**src/rtl/add_round_key_sched.sv**
```systemverilog
// AES-128 AddRoundKey with an on-the-fly key schedule.
// Each accepted state is XORed with the current round key, then the schedule
// advances by one round; after round NR it rewinds to the stored cipher key.
module add_round_key_sched #(
    parameter int unsigned DATA_W = 128,
    parameter int unsigned NR     = 10
) (
    input  logic              clk,
    input  logic              reset,
    input  logic              key_load,
    input  logic [DATA_W-1:0] key_in,
    input  logic              valid_in,
    input  logic [DATA_W-1:0] data_in,
    output logic              valid_out,
    output logic [DATA_W-1:0] data_out,
    output logic [3:0]        round_out,
    output logic              last_out,
    output logic              err_out
);

    localparam logic [3:0] LastRound = 4'(NR);

    // FIPS-197 S-box, entry 0 in the top byte.
    localparam logic [2047:0] SboxTbl = {
        128'h637c777bf26b6fc53001672bfed7ab76, 128'hca82c97dfa5947f0add4a2af9ca472c0,
        128'hb7fd9326363ff7cc34a5e5f171d83115, 128'h04c723c31896059a071280e2eb27b275,
        128'h09832c1a1b6e5aa0523bd6b329e32f84, 128'h53d100ed20fcb15b6acbbe394a4c58cf,
        128'hd0efaafb434d338545f9027f503c9fa8, 128'h51a3408f929d38f5bcb6da2110fff3d2,
        128'hcd0c13ec5f974417c4a77e3d645d1973, 128'h60814fdc222a908846eeb814de5e0bdb,
        128'he0323a0a4906245cc2d3ac629195e479, 128'he7c8376d8dd54ea96c56f4ea657aae08,
        128'hba78252e1ca6b4c6e8dd741f4bbd8b8a, 128'h703eb5664803f60e613557b986c11d9e,
        128'he1f8981169d98e949b1e87e9ce5528df, 128'h8ca1890dbfe6426841992d0fb054bb16
    };

    function automatic logic [7:0] sbox(input logic [7:0] x);
        // Byte x sits at bit offset 8*(255-x) == {~x, 3'b000}.
        return SboxTbl[{~x, 3'b000} +: 8];
    endfunction

    function automatic logic [7:0] xtime(input logic [7:0] x);
        return {x[6:0], 1'b0} ^ (x[7] ? 8'h1b : 8'h00);
    endfunction

    function automatic logic [127:0] key_next(input logic [127:0] k, input logic [7:0] rc);
        logic [31:0] t, w0, w1, w2, w3;
        t  = {sbox(k[23:16]), sbox(k[15:8]), sbox(k[7:0]), sbox(k[31:24])} ^ {rc, 24'h0};
        w0 = k[127:96] ^ t;
        w1 = k[95:64] ^ w0;
        w2 = k[63:32] ^ w1;
        w3 = k[31:0] ^ w2;
        return {w0, w1, w2, w3};
    endfunction

    logic [DATA_W-1:0] cipher_key_q, cipher_key_d;
    logic [DATA_W-1:0] rk_q, rk_d;
    logic [3:0]        round_q, round_d;
    logic [7:0]        rcon_q, rcon_d;
    logic              key_valid_q, key_valid_d;
    logic [DATA_W-1:0] data_out_q, data_out_d;
    logic [3:0]        round_out_q, round_out_d;
    logic              valid_out_q, valid_out_d;
    logic              last_out_q, last_out_d;
    logic              err_out_q, err_out_d;

    logic       accept;
    logic [7:0] rcon_eff;

    // Next-state: key load, beat accept, schedule advance/wrap, drop detection.
    always_comb begin
        cipher_key_d = cipher_key_q;
        rk_d         = rk_q;
        round_d      = round_q;
        rcon_d       = rcon_q;
        key_valid_d  = key_valid_q;
        data_out_d   = data_out_q;
        round_out_d  = round_out_q;
        valid_out_d  = 1'b0;
        last_out_d   = 1'b0;

        accept    = valid_in & key_valid_q & ~key_load;
        err_out_d = valid_in & ~accept;
        // rcon_q holds the constant used by the previous expansion; round 0 uses it as-is.
        rcon_eff  = (round_q != 4'd0) ? xtime(rcon_q) : rcon_q;

        if (key_load) begin
            cipher_key_d = key_in;
            rk_d         = key_in;
            round_d      = 4'd0;
            rcon_d       = 8'h01;
            key_valid_d  = 1'b1;
        end else if (accept) begin
            data_out_d  = data_in ^ rk_q;
            round_out_d = round_q;
            last_out_d  = (round_q == LastRound);
            valid_out_d = 1'b1;
            if (round_q == LastRound) begin
                round_d = 4'd0;
                rk_d    = cipher_key_q;
                rcon_d  = 8'h01;
            end else begin
                round_d = round_q + 4'd1;
                rk_d    = key_next(rk_q, rcon_eff);
                rcon_d  = rcon_eff;
            end
        end
    end

    // State and output registers with synchronous active-low reset.
    always_ff @(posedge clk) begin
        if (!reset) begin
            cipher_key_q <= '0;
            rk_q         <= '0;
            round_q      <= 4'd0;
            rcon_q       <= 8'h01;
            key_valid_q  <= 1'b0;
            data_out_q   <= '0;
            round_out_q  <= 4'd0;
            valid_out_q  <= 1'b0;
            last_out_q   <= 1'b0;
            err_out_q    <= 1'b0;
        end else begin
            cipher_key_q <= cipher_key_d;
            rk_q         <= rk_d;
            round_q      <= round_d;
            rcon_q       <= rcon_d;
            key_valid_q  <= key_valid_d;
            data_out_q   <= data_out_d;
            round_out_q  <= round_out_d;
            valid_out_q  <= valid_out_d;
            last_out_q   <= last_out_d;
            err_out_q    <= err_out_d;
        end
    end

    assign valid_out = valid_out_q;
    assign data_out  = data_out_q;
    assign round_out = round_out_q;
    assign last_out  = last_out_q;
    assign err_out   = err_out_q;

endmodule
```
**config.mk**
```make
export PLATFORM = sky130hd
export DESIGN_NAME = add_round_key_sched
export DESIGN_NICKNAME = d
export VERILOG_FILES = /design/src/rtl/add_round_key_sched.sv
export SDC_FILE = /design/constraint.sdc
export NUM_CORES = 2
export LEC_CHECK = 0
export BUFFER_PORTS_ARGS = -buffer_cell sky130_fd_sc_hd__buf_2
export CORE_MARGIN = 2
export CORE_UTILIZATION = 54
export CTS_CLUSTER_SIZE = 24
export DETAILED_ROUTE_END_ITERATION = 16
export PLACE_DENSITY = 0.78
export SKIP_LAST_GASP = 1
export SYNTH_ARGS = -nofsm -noshare
export SYNTH_HDL_FRONTEND = slang
export SYNTH_SLANG_ARGS = --single-unit
```
**constraint.sdc**
```tcl
create_clock -name clk -period 3.6 [get_ports clk]
set_input_delay 0.72 -clock clk [delete_from_list [all_inputs] [get_ports clk]]
set_output_delay 0.72 -clock clk [all_outputs]
set_load 0.1 [all_outputs]
```
==> run metrics <==
most used cell, CP=mux4_2; FF+latch count, synth=404; initial DRC count=6716; Final WS setup=-0.00557 ns; PD cells=481 nW/um^2; setup repair after global routing missed its margin=true; H-tree levels=2; area leader, netlist=dfxtp_1; DR pass1 iterations=9; largest net degree at the start of global routing=234; Avg Inst Size Synth=7.44 um^2; final count of hold timing violations=0; Mapped Area=32800 um^2; drt via density=6.93; IO buf count=394; most common cell in the synthesized netlist=nor2_1; Yosys Warn Count=0; worst skew pair latency=0.62 ns; slowest CP cell=mux4_2; Max clock buf depth=3; Worst setup EP type=register; row count=90; Crit path buffers/inverters=1; vias in the first global route=37500; Crit path arrival time=4.10 ns; crit start category=register; WP data required=4.09 ns; Final ANT Viol Nets=0; Hold Crit Class=in2reg; Synth area leaders=dfxtp_1, xnor2_1, a21oi_1; post-layout min period=3.61 ns; worst stage delay on the critical path=0.57 ns; Tcrit/Tclk final=100%; Post-Syn Instances=4404; Max FO, Critical Path=4; post-synth cell types=102; count of pins over their slew limit=0; initial antenna violation count=17; Commonest cells post-synth=nor2_1, nand2_1, dfxtp_1, a21oi_1, o21ai_0; Util after Layout=67.4%; area added between synthesis and finish=23.8%; fraction of layout cells with a size suffix above 1=25.3%; Clock Tree Root=clkbuf_16; CTS Sinks=404; grt ovf=0; filler instances=4883; routed wire length=162000 um; worst setup path class=reg2reg; failing checks=negative setup slack; I/O pin count=395; global-route wire length before repair=238000 um; static leakage=16.5 nW; Finished Cell Area=40500 um^2; Slew HR=25.0%; Starting Density=54.5%; worst slew pin tran=1.13 ns; clock slew at reported path FFs=0.07 ns; share of the synthesized area in the top cell type=24.7%; number of flops mapped to enable cells by yosys=0; HPWL after DPL=117000 um; final setup fails=1; RePlAce Congestion=1.12; Avg WL per Cell=28.0 um; area of the multi-input gates=22900 um^2; placed instance area=38600 um^2; CP Cell Sequence=inv_1 > ha_1 > nor2b_1 > o31ai_1 > mux4_2 > mux4_2 > xnor2_2 > xor2_1 > xnor2_1 > o221a_1; status=finished, violations left; kind of cell adding the most delay to the critical path=multiplexers; Global Route Usage Sum=49.3%; die width=250 um; post-route total power=19.5 mW; asr flop ratio synth=0%; Die ar.=62600 um^2; Final #Nets=5268; CTS Buf Count=44; Post-CTS Hold Fix Bufs=0; post-synthesis sequential area ratio=24.7%; post-synth net total=4724; top_reg_cell synth=dfxtp_1; VDD IR-drop max=0.406 mV; fmax=277 MHz; Post-route DRC=0; core region area=60100 um^2; Max Cap Violations=0; Reg area=8130 um^2; skew final=0.0289 ns; die height=250 um; via count=40000; TritonCTS clock tree=built
[stage by stage]
step | hold WS (ns) | worst slack [ns] | cells | setup TNS (ns)
after floorplan | 0.441 | -0.0777 | 4404 | -0.126
after global placement | 0.430 | -0.230 | 5682 | -1.48
after detailed placement | 0.437 | -0.184 | 5682 | -1.35
after CTS | 0.349 | -0.112 | 5761 | -0.112
after global routing | 0.367 | -0.0379 | 5776 | -0.170
final | 0.366 | -0.00557 | 5779 | -0.00557
[layout by cell type (no fill, tap or decap), types with 39 or more instances in the layout]
master,instances
a211oi_1,159
a21oi_1,367
a311oi_1,41
a31oi_1,64
buf_12,41
buf_2,392
buf_4,524
clkbuf_16,44
dfxtp_1,384
ha_1,48
mux2i_1,117
mux4_2,55
nand2_1,407
nand2b_1,96
nand3_1,112
nor2_1,439
nor2b_1,64
nor3_1,116
o211ai_1,74
o21ai_0,341
xnor2_1,219
xor2_1,39
[what timing repair did]
action,CTS,global route
pin swaps,1,10
resized for setup,16,99
setup buffers,0,3
endpoints found under the setup margin,27,59
[routing by layer]
layer / global-route usage, % / wire length [um] / vias up
li1: - / - / 17200
met1: 59.5 / 55600 / 18600
met2: 74.5 / 68900 / 3448
met3: 12.4 / 21600 / 880
met4: 39.9 / 16000 / 2
met5: 0 / 12 / -
[cell families after synthesis]
logic type | share of synthesized area (%)
AO/OA/AOI/OAI | 29.7
AND/OR/NAND/NOR | 20.9
buffers and inverters | 6.59
flip-flops | 24.7
XOR/XNOR | 7.95
multiplexers | 7.87
adder cells (fa/ha/maj) | 2.32
[worst register-to-register path: stages (launching register included)]
cell and delay [ns]:
dfxtp_1 0.35, inv_1 0.07, ha_1 0.36, nor2b_1 0.56
o31ai_1 0.26, mux4_2 0.48, mux4_2 0.57, xnor2_2 0.28
xor2_1 0.27, xnor2_1 0.10, o221a_1 0.22
[where the power goes]
group	switching, mW	internal, mW
logic	5.63	3.84
registers	0.500	4.77
clock network	2.08	2.68
[cell type report]
type	count	share of cell area, %
Tap cell	782	2.41
Antenna cell	16	0.0988
Sequential cell	404	20.1
Multi-Input combinational cell	3492	56.6
Inverter	45	0.448
Clock buffer	60	3.09
Clock inverter	19	0.596
Timing Repair Buffer	961	16.7
[sequential cells by signal, summed over array words and instances (netlist names), 4 cells and up]
signal / cells
rcon_q: 8
round_out: 4
round_q: 4
rk_q: 128
data_out: 128
cipher_key_q: 128
[final timing paths]
path | from | end | slack [ns] | cells after the start
max | rk_q[0]$_SDFFE_PN0P_ | rk_q[13]$_SDFFE_PN0P_ | -0.006 | 10
min | key_in[104] | cipher_key_q[104]$_SDFFE_PN0P_ | 0.37 | 3
max reg2reg | rk_q[0]$_SDFFE_PN0P_ | rk_q[13]$_SDFFE_PN0P_ | -0.006 | 10
min reg2reg | data_out[50]$_SDFFE_PN0P_ | data_out[50]$_SDFFE_PN0P_ | 0.45 | 2
Note: power is estimated with default switching activity, not from simulation.
